File: config.mk
export PLATFORM = sky130hd
export DESIGN_NAME = mem_arbiter_flat
export DESIGN_NICKNAME = d
export VERILOG_FILES = /design/src/rtl/mem_arbiter_if.sv /design/src/rtl/mem_arbiter.sv /design/src/flat_wrapper.sv
export SDC_FILE = /design/constraint.sdc
export NUM_CORES = 1
export LEC_CHECK = 0
export CORE_MARGIN = 2
export CORE_UTILIZATION = 25
export DETAILED_ROUTE_END_ITERATION = 6
export PLACE_DENSITY = 0.77
export SETUP_SLACK_MARGIN = 0.5
export SLEW_MARGIN = 20
export SYNTH_ARGS = -nofsm -noshare
export SYNTH_HDL_FRONTEND = slang
export SYNTH_SLANG_ARGS = --single-unit
File: constraint.sdc
create_clock -name clka -period 3.8 [get_ports clka]
set_clock_uncertainty 0.05 [all_clocks]
set_input_delay 0.76 -clock clka [delete_from_list [all_inputs] [get_ports clka]]
set_output_delay 0.76 -clock clka [all_outputs]
set_load 0.01 [all_outputs]
File: src/rtl/mem_arbiter_if.sv
// Bundle of requester-side and RAM-port signals for the three-way memory arbiter.
// The arbiter uses the slave view; the requesters and the RAM sit on the master view.
interface mem_arbiter_if #(
    parameter int DATA = 18,
    parameter int ADDR = 14
);
    logic [2:0]        req;
    logic [2:0]        lock;
    logic [2:0]        we;
    logic [3*ADDR-1:0] addr;
    logic [3*DATA-1:0] din;
    logic [2:0]        gnt;
    logic [2:0]        rvalid;
    logic [DATA-1:0]   rdata;
    logic              mem_we;
    logic [ADDR-1:0]   mem_addr;
    logic [DATA-1:0]   mem_din;
    logic [DATA-1:0]   mem_dout;

    modport slave (
        input  req, lock, we, addr, din, mem_dout,
        output gnt, rvalid, rdata, mem_we, mem_addr, mem_din
    );

    modport master (
        output req, lock, we, addr, din, mem_dout,
        input  gnt, rvalid, rdata, mem_we, mem_addr, mem_din
    );
endinterface

File: src/rtl/mem_arbiter.sv
// Round-robin arbiter sharing one synchronous block-RAM port between three requesters,
// with bounded burst hold (lock) and a fixed one-cycle read return.
module mem_arbiter #(
    parameter int DATA     = 18,
    parameter int ADDR     = 14,
    parameter int MAXBURST = 16
) (
    input  logic          clka,
    input  logic          rst_n,
    mem_arbiter_if.slave  bus
);
    localparam logic [7:0] MAXB = 8'(MAXBURST);

    logic [1:0] last_q;
    logic [1:0] last_d;
    logic [7:0] cnt_q;
    logic [7:0] cnt_d;
    logic [2:0] rvalid_q;
    logic [2:0] rvalid_d;

    logic [2:0]      gnt_s;
    logic [1:0]      win_s;
    logic            any_s;
    logic            hold_s;
    logic [1:0]      cand_s;
    logic            hit_s;
    logic            mem_we_s;
    logic [ADDR-1:0] mem_addr_s;
    logic [DATA-1:0] mem_din_s;

    function automatic logic bit_at(input logic [2:0] v, input logic [1:0] i);
        logic b;
        case (i)
            2'd0:    b = v[0];
            2'd1:    b = v[1];
            2'd2:    b = v[2];
            default: b = 1'b0;
        endcase
        return b;
    endfunction

    function automatic logic [1:0] next_idx(input logic [1:0] i);
        logic [1:0] n;
        case (i)
            2'd0:    n = 2'd1;
            2'd1:    n = 2'd2;
            default: n = 2'd0;
        endcase
        return n;
    endfunction

    function automatic logic [2:0] onehot(input logic [1:0] i);
        logic [2:0] o;
        case (i)
            2'd0:    o = 3'b001;
            2'd1:    o = 3'b010;
            2'd2:    o = 3'b100;
            default: o = 3'b000;
        endcase
        return o;
    endfunction

    // Winner selection: burst hold first, otherwise round-robin from last+1.
    // cnt_q is non-zero only when the previous cycle granted last_q; the rotation
    // naturally reaches last_q only when nobody else is requesting.
    always_comb begin
        win_s  = last_q;
        any_s  = 1'b0;
        cand_s = next_idx(last_q);
        hit_s  = 1'b0;
        hold_s = (cnt_q != 8'd0) && bit_at(bus.req, last_q) &&
                 bit_at(bus.lock, last_q) && (cnt_q < MAXB);
        if (!rst_n) begin
            any_s = 1'b0;
        end else if (hold_s) begin
            win_s = last_q;
            any_s = 1'b1;
        end else begin
            for (int k = 0; k < 3; k++) begin
                hit_s  = !any_s && bit_at(bus.req, cand_s);
                win_s  = hit_s ? cand_s : win_s;
                any_s  = any_s | hit_s;
                cand_s = next_idx(cand_s);
            end
        end
        gnt_s = any_s ? onehot(win_s) : 3'b000;
    end

    // RAM port mux: the granted requester drives the port; requester 0 when idle.
    always_comb begin
        mem_we_s   = 1'b0;
        mem_addr_s = bus.addr[0 +: ADDR];
        mem_din_s  = bus.din[0 +: DATA];
        if (any_s) begin
            case (win_s)
                2'd1: begin
                    mem_we_s   = bus.we[1];
                    mem_addr_s = bus.addr[ADDR +: ADDR];
                    mem_din_s  = bus.din[DATA +: DATA];
                end
                2'd2: begin
                    mem_we_s   = bus.we[2];
                    mem_addr_s = bus.addr[2*ADDR +: ADDR];
                    mem_din_s  = bus.din[2*DATA +: DATA];
                end
                default: begin
                    mem_we_s   = bus.we[0];
                    mem_addr_s = bus.addr[0 +: ADDR];
                    mem_din_s  = bus.din[0 +: DATA];
                end
            endcase
        end else begin
            mem_we_s = 1'b0;
        end
    end

    // Next-state: winner tracking, burst counting (restart at 1 after MAXBURST), read return.
    always_comb begin
        last_d   = any_s ? win_s : last_q;
        rvalid_d = gnt_s & ~bus.we;
        if (!any_s) begin
            cnt_d = 8'd0;
        end else if ((cnt_q != 8'd0) && (win_s == last_q) && (cnt_q < MAXB)) begin
            cnt_d = cnt_q + 8'd1;
        end else begin
            cnt_d = 8'd1;
        end
    end

    // State registers with synchronous active-low reset.
    always_ff @(posedge clka) begin
        if (!rst_n) begin
            last_q   <= 2'd2;
            cnt_q    <= 8'd0;
            rvalid_q <= 3'b000;
        end else begin
            last_q   <= last_d;
            cnt_q    <= cnt_d;
            rvalid_q <= rvalid_d;
        end
    end

    // A read return still in flight is suppressed as soon as reset is driven.
    assign bus.gnt      = gnt_s;
    assign bus.rvalid   = rvalid_q & {3{rst_n}};
    assign bus.rdata    = bus.mem_dout;
    assign bus.mem_we   = mem_we_s;
    assign bus.mem_addr = mem_addr_s;
    assign bus.mem_din  = mem_din_s;
endmodule

File: src/flat_wrapper.sv
// flat-port wrapper written by rule: the top's interface ports become plain ports
module mem_arbiter_flat 
#(
    parameter int DATA     = 18,
    parameter int ADDR     = 14,
    parameter int MAXBURST = 16
)
  (clka, rst_n, bus_req, bus_lock, bus_we, bus_addr, bus_din, bus_mem_dout, bus_gnt, bus_rvalid, bus_rdata, bus_mem_we, bus_mem_addr, bus_mem_din);
  mem_arbiter_if #(.DATA(DATA), .ADDR(ADDR)) bus_i ();
  input  logic clka;
  input  logic rst_n;
  input wire logic [$bits(bus_i.req)-1:0] bus_req;
  input wire logic [$bits(bus_i.lock)-1:0] bus_lock;
  input wire logic [$bits(bus_i.we)-1:0] bus_we;
  input wire logic [$bits(bus_i.addr)-1:0] bus_addr;
  input wire logic [$bits(bus_i.din)-1:0] bus_din;
  input wire logic [$bits(bus_i.mem_dout)-1:0] bus_mem_dout;
  output wire logic [$bits(bus_i.gnt)-1:0] bus_gnt;
  output wire logic [$bits(bus_i.rvalid)-1:0] bus_rvalid;
  output wire logic [$bits(bus_i.rdata)-1:0] bus_rdata;
  output wire logic [$bits(bus_i.mem_we)-1:0] bus_mem_we;
  output wire logic [$bits(bus_i.mem_addr)-1:0] bus_mem_addr;
  output wire logic [$bits(bus_i.mem_din)-1:0] bus_mem_din;
  assign bus_i.req = bus_req;
  assign bus_i.lock = bus_lock;
  assign bus_i.we = bus_we;
  assign bus_i.addr = bus_addr;
  assign bus_i.din = bus_din;
  assign bus_i.mem_dout = bus_mem_dout;
  assign bus_gnt = bus_i.gnt;
  assign bus_rvalid = bus_i.rvalid;
  assign bus_rdata = bus_i.rdata;
  assign bus_mem_we = bus_i.mem_we;
  assign bus_mem_addr = bus_i.mem_addr;
  assign bus_mem_din = bus_i.mem_din;
  mem_arbiter #(.DATA(DATA), .ADDR(ADDR), .MAXBURST(MAXBURST)) u_core (.clka(clka), .rst_n(rst_n), .bus(bus_i));
endmodule
==> metrics.txt <==
outcome=finished, final reports clean; Clock Pin Slew Worst Setup and Hold Paths=0.05 ns; gr busiest metal=met2; via/cell ratio=4.99; EDFF count, synth=0; largest family of logic cells by synthesized area=compound AO/OA/AOI/OAI gates; max_slew headroom=0.658; ys flop type=dfxtp_1; routed len/inst=16.0 µm; Hold Slack=0.463 ns; Clock Sinks=13; synthesized area per cell=7.08 µm²; Worst Setup Start Kind=flip-flop; post-synthesis sequential area ratio=0.173; GRT met2 Usage=0.361; Max IR drop VDD=0.166 mV; NumNets Final=511; switch share=0.393; most common cell after layout, fill and taps aside=clkdlybuf4s50_1; Comb power frac=0.817; Die Height=81.5 µm; Yosys reg bits=13; r2r startpoint=u_core.cnt_q[6]; mux contribution to synthesized area=0.0100; worst skew pair latency=0.23 ns; synth warn=0; Critical Path Slowest Stage Cell=or4_4; die width=81.5 µm; CP dominant cell by count=buf_12; initial antenna violation count=0; CTS tree=built; fin. max-slew vios=0; final period utilization=0.945; # hold bufs at CTS=0; Setup violations, final=0; antenna-violating nets left=0; Clk network pwr share=0.078; Worst EP required=2.99 ns; Synth Area in Compound Gates=0.388; total design power=1.46 mW; most frequent cells in the layout=102 x clkdlybuf4s50_1, 32 x a22oi_1, 29 x buf_4; cells on worst reg2reg path=10; Root Buffer=clkbuf_8; Pre-antenna DRT Iters=4; via count=2272; critical path, cell by cell=or4_4 > a21oi_4 > and2_4 > o22a_1 > ha_4 > nand2b_4 > buf_8 > buf_12 > buf_12 > nand2_4 > o21ai_4 > buf_6; largest net degree at the start of global routing=25; DP HPWL=4980 µm; final global-route overflow total=0; Distinct cells, synth=40; Rows=28; LEAKAGE=1.65 nW; post-synthesis adder-cell area fraction=0.0417; Yosys top cell area share=0.173; crit end category=output port; Largest stage delay, worst path=0.53 ns; Hold Crit Class=reg2reg; Synth Instances=212; initial core utilization=0.257; I/O Pins=182; mapped cell area=1500 µm²; grt met3 use=0.0352; simple-gate area share of the yosys netlist=0.211; Worst Setup SP=u_core.cnt_q[6]; endpoints failing hold=0; total CTS buffers=3; Total GRT Usage=0.189; RD Place Congestion=0.876; first-pass GRT wire length=9880 µm; RSZ-0062 raised after global routing=yes; # fillers=418; share of layout cells above drive strength 1=0.434; post-synth top area cell=dfxtp_1; Worst Setup EP=bus_mem_din[4]; Max H-tree Level=1; die area=6640 µm²; Worst EP arrival=2.78 ns; number of antenna diodes=0; r2r setup slk=1.42 ns; core area=5850 µm²; Slew @ Worst Pin=0.506 ns; GRT met1 Usage=0.212; DRC Markers=0; vias in the first global route=2175; CTS Buffer Depth=2; NetSw=574 µW; top cells by area, synth=dfxtp_1 17%, a22oi_1 17%, o21ai_0 11%; Detailed Route Iter0 Violations=63; Reg-to-Reg End=u_core.rvalid_q[0]; P per Cell Area=361 nW/µm²; Worst Path Max Fanout=6; FFs w/ async S/R, synth=0; # port buffers=145; crit path kind=reg2out; Min Clock Period, post-route=3.59 ns; Max Fclk=0.278 GHz; Int Pwr=888 µW; xor/xnor share of the synthesized area=0.0175; layout overhead on the synthesized area=170%; sequential share of power=0.105; Final Routed Wirelength=7300 µm; number of max-cap violations=0
[worst min path at each step]
| stage | startpoint | endpoint | slack, ns | cells after the start |
|---|---|---|---|---|
| floorplan | u_core.cnt_q[0] | u_core.cnt_q[0] | 0.43 | 2 |
| global placement | u_core.cnt_q[0] | u_core.cnt_q[0] | 0.45 | 2 |
| detailed placement | u_core.cnt_q[0] | u_core.cnt_q[0] | 0.45 | 2 |
| CTS | u_core.cnt_q[0] | u_core.cnt_q[0] | 0.47 | 2 |
| global route | u_core.cnt_q[0] | u_core.cnt_q[0] | 0.49 | 2 |
| finish | u_core.cnt_q[0] | u_core.cnt_q[0] | 0.46 | 2 |
[cells by family (layout without fill, tap and decap cells)]
| kind of cell | Yosys count | in the layout |
|---|---|---|
| muxes | 1 | 1 |
| AOI/OAI and AO/OA | 84 | 84 |
| other | 1 | 3 |
| and+or+nand+nor | 65 | 65 |
| DFF | 13 | 13 |
| buffers and inverters | 40 | 206 |
| adders and majority gates | 5 | 5 |
| xor gates and xnor gates | 3 | 3 |
[critical path, delay by kind of cell (launching register included)]
kind	cells	cell delay (ns)
compound gates	3	0.51
fa+ha+maj	1	0.23
buf+inv	4	0.55
flops	1	0.29
simple gates	4	0.97
[Yosys cell counts (2+ instances only)]
cell type / instances
ha_1: 5
a22oi_1: 33
clkbuf_1: 8
and2_1: 7
nand4b_1: 2
xor2_1: 2
buf_2: 7
o21ai_0: 32
dfxtp_1: 13
nand3_1: 3
nor3_1: 3
o22a_1: 2
a211oi_1: 2
o22ai_1: 3
nand2_1: 37
nor2_1: 4
buf_4: 20
nor2b_1: 3
inv_1: 5
[stage by stage]
stage	setup WS, ns	setup TNS (ns)	utilization	cells	instance area [µm²]
finish	0.207	0	0.692	455	4050
global route	0.152	0	0.692	455	4050
CTS	0.194	0	0.663	448	3880
detailed placement	-0.348	-11.01	0.574	424	3360
global placement	-0.342	-10.74	0.574	424	3360
floorplan	0.500	0	-	214	1840
[final cells by class]
type	instances	area (µm²)	share of cell area
Sequential cell	13	260	0.0643
Multi-Input combinational cell	161	1530	0.379
Tap cell	75	93.8	0.0232
Clock buffer	4	45.0	0.0111
Timing Repair Buffer	197	2100	0.518
Inverter	5	18.8	0.00464
[sequential cells by signal, indices dropped and copies added (netlist names)]
name / flops
u_core.cnt_q: 8
u_core.last_q: 2
u_core.rvalid_q: 3
[power by group through the flow]
stage	Combinational [mW]	Clock, mW	Sequential (mW)
detailed placement	0.860	0	0.157
CTS	1.11	0.118	0.154
global route	1.26	0.126	0.154
finish	1.19	0.114	0.154
floorplan	0.506	0	0.153
global placement	0.847	0	0.156
[layer usage]
metal / part of all wire / vias to the layer above
li1: - / 1090
met1: 0.37 / 1089
met2: 0.57 / 85
met3: 0.056 / 8
met4: 0.010 / 0
met5: 0 / -
[timing repair]
item,in CTS,in global routing
pin swaps,39,13
gates resized for setup,224,32
gates cloned,8,2
setup buffers,12,5
setup endpoints to repair,36,36
endpoints found under the hold margin,0,0
Note: power is estimated with default switching activity, not from simulation.
